===== src/rtl/cdc_2phase_src_tx.sv =====
// Source side of a 2-phase req/ack clock-domain crossing.
// Holds the payload in flops while one toggle-encoded request is in flight.
module cdc_2phase_src_tx #(
  parameter type T              = logic,
  parameter int  SYNC_STAGES    = 2,
  parameter int  TIMEOUT_CYCLES = 0
) (
  input  logic clk_i,
  input  logic rst_i,
  input  logic clr_i,
  input  T     src_data_i,
  input  logic src_valid_i,
  output logic src_ready_o,
  output logic async_req_o,
  output T     async_data_o,
  input  logic async_ack_i,
  output logic busy_o,
  output logic timeout_o
);

  localparam logic [0:0] ST_IDLE = 1'b0;
  localparam logic [0:0] ST_WAIT = 1'b1;

  if (SYNC_STAGES < 2) begin : g_bad_sync
    $error("cdc_2phase_src_tx: SYNC_STAGES must be at least 2");
  end

  logic [0:0]             r_state;
  logic                   r_req;
  T                       r_data;
  logic [SYNC_STAGES-1:0] r_sync;
  logic                   w_ack_sync;
  logic                   w_accept;

  assign w_ack_sync   = r_sync[SYNC_STAGES-1];
  assign src_ready_o  = (r_state == ST_IDLE) && !clr_i;
  assign w_accept     = src_valid_i && src_ready_o;
  assign async_req_o  = r_req;
  assign async_data_o = r_data;
  assign busy_o       = (r_state == ST_WAIT);

  // Ack synchronizer: the only consumer of the asynchronous ack.
  always_ff @(posedge clk_i) begin
    if (rst_i) r_sync <= '0;
    else       r_sync <= {r_sync[SYNC_STAGES-2:0], async_ack_i};
  end

  // Handshake FSM: launch on accept, return to idle once ack phase matches req.
  always_ff @(posedge clk_i) begin
    if (rst_i) begin
      r_state <= ST_IDLE;
      r_req   <= 1'b0;
      r_data  <= '0;
    end else begin
      unique case (r_state)
        ST_IDLE: begin
          if (w_accept) begin
            r_data  <= src_data_i;
            r_req   <= ~r_req;
            r_state <= ST_WAIT;
          end
        end
        ST_WAIT: begin
          if (w_ack_sync == r_req) r_state <= ST_IDLE;
        end
        default: r_state <= ST_IDLE;
      endcase
    end
  end

  if (TIMEOUT_CYCLES > 0) begin : g_wd
    localparam int            CW  = $clog2(TIMEOUT_CYCLES + 1);
    localparam logic [CW-1:0] LIM = CW'(TIMEOUT_CYCLES);

    logic [CW-1:0] r_cnt;
    logic          r_to;

    // Watchdog: saturating count of cycles spent waiting; sticky flag at limit.
    always_ff @(posedge clk_i) begin
      if (rst_i || clr_i) begin
        r_cnt <= '0;
        r_to  <= 1'b0;
      end else if (w_accept) begin
        r_cnt <= '0;
      end else if (r_state == ST_WAIT && r_cnt != LIM) begin
        r_cnt <= r_cnt + 1'b1;
        if (r_cnt == LIM - 1'b1) r_to <= 1'b1;
      end
    end

    assign timeout_o = r_to;
  end else begin : g_no_wd
    assign timeout_o = 1'b0;
  end

endmodule


===== config.mk =====
export PLATFORM = sky130hd
export DESIGN_NAME = cdc_2phase_src_tx
export DESIGN_NICKNAME = d
export VERILOG_FILES = /design/src/rtl/cdc_2phase_src_tx.sv
export SDC_FILE = /design/constraint.sdc
export NUM_CORES = 1
export LEC_CHECK = 0
export ABC_AREA = 1
export ABC_CLOCK_PERIOD_IN_PS = 1600
export BUFFER_PORTS_ARGS = -buffer_cell sky130_fd_sc_hd__buf_2
export CAP_MARGIN = 20
export CORE_AREA = 2 2 39 41
export CTS_BUF_LIST = sky130_fd_sc_hd__clkbuf_8
export DETAILED_ROUTE_END_ITERATION = 10
export DIE_AREA = 0 0 41 43
export MAX_ROUTING_LAYER = met4
export PLACE_DENSITY_LB_ADDON = 0.3
export SLEW_MARGIN = 40
export SYNTH_ARGS = -nofsm -noshare
export SYNTH_HDL_FRONTEND = slang
export SYNTH_SLANG_ARGS = --single-unit

===== constraint.sdc =====
create_clock -name clk_i -period 1.6 [get_ports clk_i]
set_input_delay 0.32 -clock clk_i [delete_from_list [all_inputs] [get_ports clk_i]]
set_output_delay 0.32 -clock clk_i [all_outputs]
set_load 0.01 [all_outputs]

==> results_tabular.tex <==
\begin{tabular}{lr}
\hline
Metric & Value \\
\hline
\multicolumn{2}{l}{\textbf{Timing}} \\
Fin. Hold Viols & 0 \\
Clk\_skew & 2.71 ps \\
Count of pins over their slew limit & 0 \\
Minimum period implied by the final worst setup slack & 1160 ps \\
Unrepaired setup endpoints after global routing & no \\
Fmax & 0.859 GHz \\
Setup violators final & 0 \\
Worst Hold Margin & 304 ps \\
Setup TNS Final & 0 ps \\
Period Utilization, post-route & 72.8\% \\
Final WS setup & 435 ps \\
\multicolumn{2}{l}{\textbf{GRT}} \\
Initial antenna violation count & 0 \\
Maximum number of pins on one net before global-route repair & 6 \\
Total GRT Usage & 6.08\% \\
Wire length of the first global-routing pass & 627 µm \\
Number of global-route vias before repair & 167 \\
Congestion Overflow GR & 0 \\
\multicolumn{2}{l}{\textbf{Layout}} \\
Antenna fix cells & 0 \\
Fraction of final layout cells with drive strength greater than 1 & 37.5\% \\
End-of-flow core utilization & 22.7\% \\
Filler Cell Count & 161 \\
Area added between synthesis and finish & 48.5\% \\
Total area of multi-input combinational cells & 85.1 µm² \\
Net count, final & 47 \\
Storage element area & 100 µm² \\
\multicolumn{2}{l}{\textbf{Clocking}} \\
Number of buffers inserted by post-CTS setup repair & 0 \\
Maximum level of the CTS H-tree & 1 \\
Number of clock sinks seen by CTS & 5 \\
Cell at the root of the clock tree & sky130\_fd\_sc\_hd\_\_clkbuf\_8 \\
Latest clock arrival within the worst-skew pair & 220 ps \\
Clock-pin slew reported for the worst setup and hold paths after clock tree synthesis & 40 ps \\
Number of buffers created by CTS & 3 \\
CTS Hold Buffers Added & 0 \\
CTS tree & built \\
Total of cells resized after clock tree synthesis & 0 \\
Clock Path Buffers & 2 \\
\multicolumn{2}{l}{\textbf{Status}} \\
Run status & finished clean \\
\multicolumn{2}{l}{\textbf{Logic synthesis}} \\
Cells after Synth & 28 \\
Total number of yosys warnings & 0 \\
Biggest area contributors in the synthesized netlist & sky130\_fd\_sc\_hd\_\_dfxtp\_1, sky130\_fd\_sc\_hd\_\_inv\_1, sky130\_fd\_sc\_hd\_\_nand2\_1, sky130\_fd\_sc\_hd\_\_nor2\_1, sky130\_fd\_sc\_hd\_\_nor2\_4 \\
Synthesized Nets & 34 \\
Cell Area, Synth & 211 µm² \\
Sequential-to-total area share from yosys stat & 47.3\% \\
Avg Cell Area, Syn & 7.55 µm² \\
Synth unique cells & 12 \\
Post-synth top area share & 47.3\% \\
Top cell type by total area after synthesis & sky130\_fd\_sc\_hd\_\_dfxtp\_1 \\
Number of flip-flops and latches in the synthesized netlist & 5 \\
\multicolumn{2}{l}{\textbf{Setup path}} \\
Endpoint required time on the critical path & 1280 ps \\
Standard cell with the maximum stage delay on the critical path & sky130\_fd\_sc\_hd\_\_dfxtp\_1 \\
Critical path cell sequence & nor2\_4 > buf\_2 \\
Critical Path End Type & output port \\
Highest fanout seen on the critical path & 5 \\
Crit path kind & flop to output port \\
Arrival time of the worst setup path & 840 ps \\
Crit start category & flop \\
Peak per-stage delay on the critical path & 330 ps \\
\multicolumn{2}{l}{\textbf{Power}} \\
P per Cell Area & 1280 mW/mm² \\
Sw frac & 22.0\% \\
Max rail drop VDD & 0.707 mV \\
Sequential share of power & 34.1\% \\
Portion of total power attributed to the clock network & 56.2\% \\
Net switching power of the design & 0.0000885 W \\
Internal power & 0.000315 W \\
Fraction of power consumed by combinational cells & 9.7\% \\
P\_leak & 0.163 nW \\
Overall power of the completed layout & 0.000403 W \\
\multicolumn{2}{l}{\textbf{Place}} \\
Placer's final routability congestion estimate & 0.696 \\
Half-perimeter wire length of the detailed placement result & 296 µm \\
Pre-CTS setup slack & 543 ps \\
Count of input and output buffers & 9 \\
\multicolumn{2}{l}{\textbf{Die}} \\
Die height & 43 µm \\
Starting utilization of the core area & 15.3\% \\
Floorplan core area & 0.00138 mm² \\
Die area & 0.00176 mm² \\
Placement row count & 14 \\
Horizontal die dimension & 41 µm \\
I/O pin total & 11 \\
\multicolumn{2}{l}{\textbf{Detailed routing}} \\
Wire length on met2 & 151 µm \\
Violation count after the first detailed-route iteration & 0 \\
Total wire length & 385 µm \\
M1 wire length & 186 µm \\
DRC violations left & 0 \\
Remaining antenna violation count after routing & 0 \\
Initial DRT Pass Iterations & 1 \\
DR vias & 198 \\
Wire length per cell & 6.88 µm \\
Total length of routed met3 wires & 46 µm \\
Highest Signal Layer & met3 \\
Vias per inst & 3.54 \\
\multicolumn{2}{l}{\textbf{Hold path}} \\
Worst hold-check path type & input pin to flop \\
\multicolumn{2}{l}{\textbf{Run}} \\
Count of maximum capacitance violations & 0 \\
\hline
\end{tabular}
==> worst paths after layout <==
path,startpoint,end,slack [ps],depth (start not counted)
worst max-delay path,busy_o$_SDFF_PP0_,src_ready_o,440,2
worst min-delay path,async_ack_i,r_sync[0]$_SDFF_PP0_,300,3
worst max register to register,busy_o$_SDFF_PP0_,async_req_o$_SDFFE_PP0P_,830,4
worst min register to register,r_sync[0]$_SDFF_PP0_,r_sync[1]$_SDFF_PP0_,390,2
==> cell usage after synthesis (all sizes together) <==
| library cell | n |
|---|---|
| inv | 5 |
| nand3b | 1 |
| nand2 | 6 |
| buf | 1 |
| nand3 | 2 |
| nor2 | 5 |
| a21oi | 2 |
| dfxtp | 5 |
| conb | 1 |
==> state kept, by name, indices dropped and copies added, names as in the netlist <==
register,flops
r_sync,2
busy_o,1
async_data_o,1
async_req_o,1
==> routing by layer <==
layer / global-route usage, % / up-vias
li1: - / 104
met1: 6.80 / 85
met2: 6.25 / 9
met3: 6.28 / 0
met4: 4.00 / 0
met5: - / -
==> cell families after synthesis <==
kind of cell / Yosys count / share of synthesized area (%)
compound gates: 2 / 4.73
flops: 5 / 47.3
buf+inv: 6 / 12.4
simple gates: 14 / 33.7
other cells: 1 / 1.77
==> critical path: cells and delay by family, from the launching register on <==
kind / cells / cell delay [ps]
buffers and inverters: 1 / 150
flip-flops: 1 / 330
AND/OR/NAND/NOR: 1 / 140
==> power groups by stage <==
stage / Combinational, W / Clock [W] / Sequential, W
3_5_place_dp: 0.0000398 / 0 / 0.000140
5_1_grt: 0.0000445 / 0.000249 / 0.000139
4_1_cts: 0.0000399 / 0.000236 / 0.000138
3_3_place_gp: 0.0000396 / 0 / 0.000140
2_1_floorplan: 0.0000211 / 0 / 0.000142
6_report: 0.0000392 / 0.000226 / 0.000137
==> layout by cell type (no fill, tap or decap) <==
cell type                  synthesis  routed
sky130_fd_sc_hd__nand2_1           5       5
sky130_fd_sc_hd__buf_2             0       9
sky130_fd_sc_hd__nand3_1           2       2
sky130_fd_sc_hd__a21oi_1           2       2
sky130_fd_sc_hd__nand2_2           1       1
sky130_fd_sc_hd__nor2_4            1       1
sky130_fd_sc_hd__conb_1            1       1
sky130_fd_sc_hd__inv_1             5       6
sky130_fd_sc_hd__nor2_1            3       3
sky130_fd_sc_hd__nand3b_1          1       1
sky130_fd_sc_hd__clkbuf_8          0       3
sky130_fd_sc_hd__nor2_2            1       1
sky130_fd_sc_hd__dfxtp_1           5       5
==> final cells by class <==
type	instances	share of cell area, %
Sequential cell	5	31.9
Multi-Input combinational cell	17	27.1
Timing Repair Buffer	9	14.3
Clock buffer	3	13.1
Tap cell	16	6.37
Inverter	5	5.98
Clock inverter	1	1.20
==> through the flow <==
stage | cells | area, µm²
6_report | 56 | 314
5_1_grt | 56 | 314
4_1_cts | 56 | 314
3_5_place_dp | 52 | 269
3_3_place_gp | 52 | 269
2_1_floorplan | 28 | 211
Note: power is estimated with default switching activity, not from simulation.
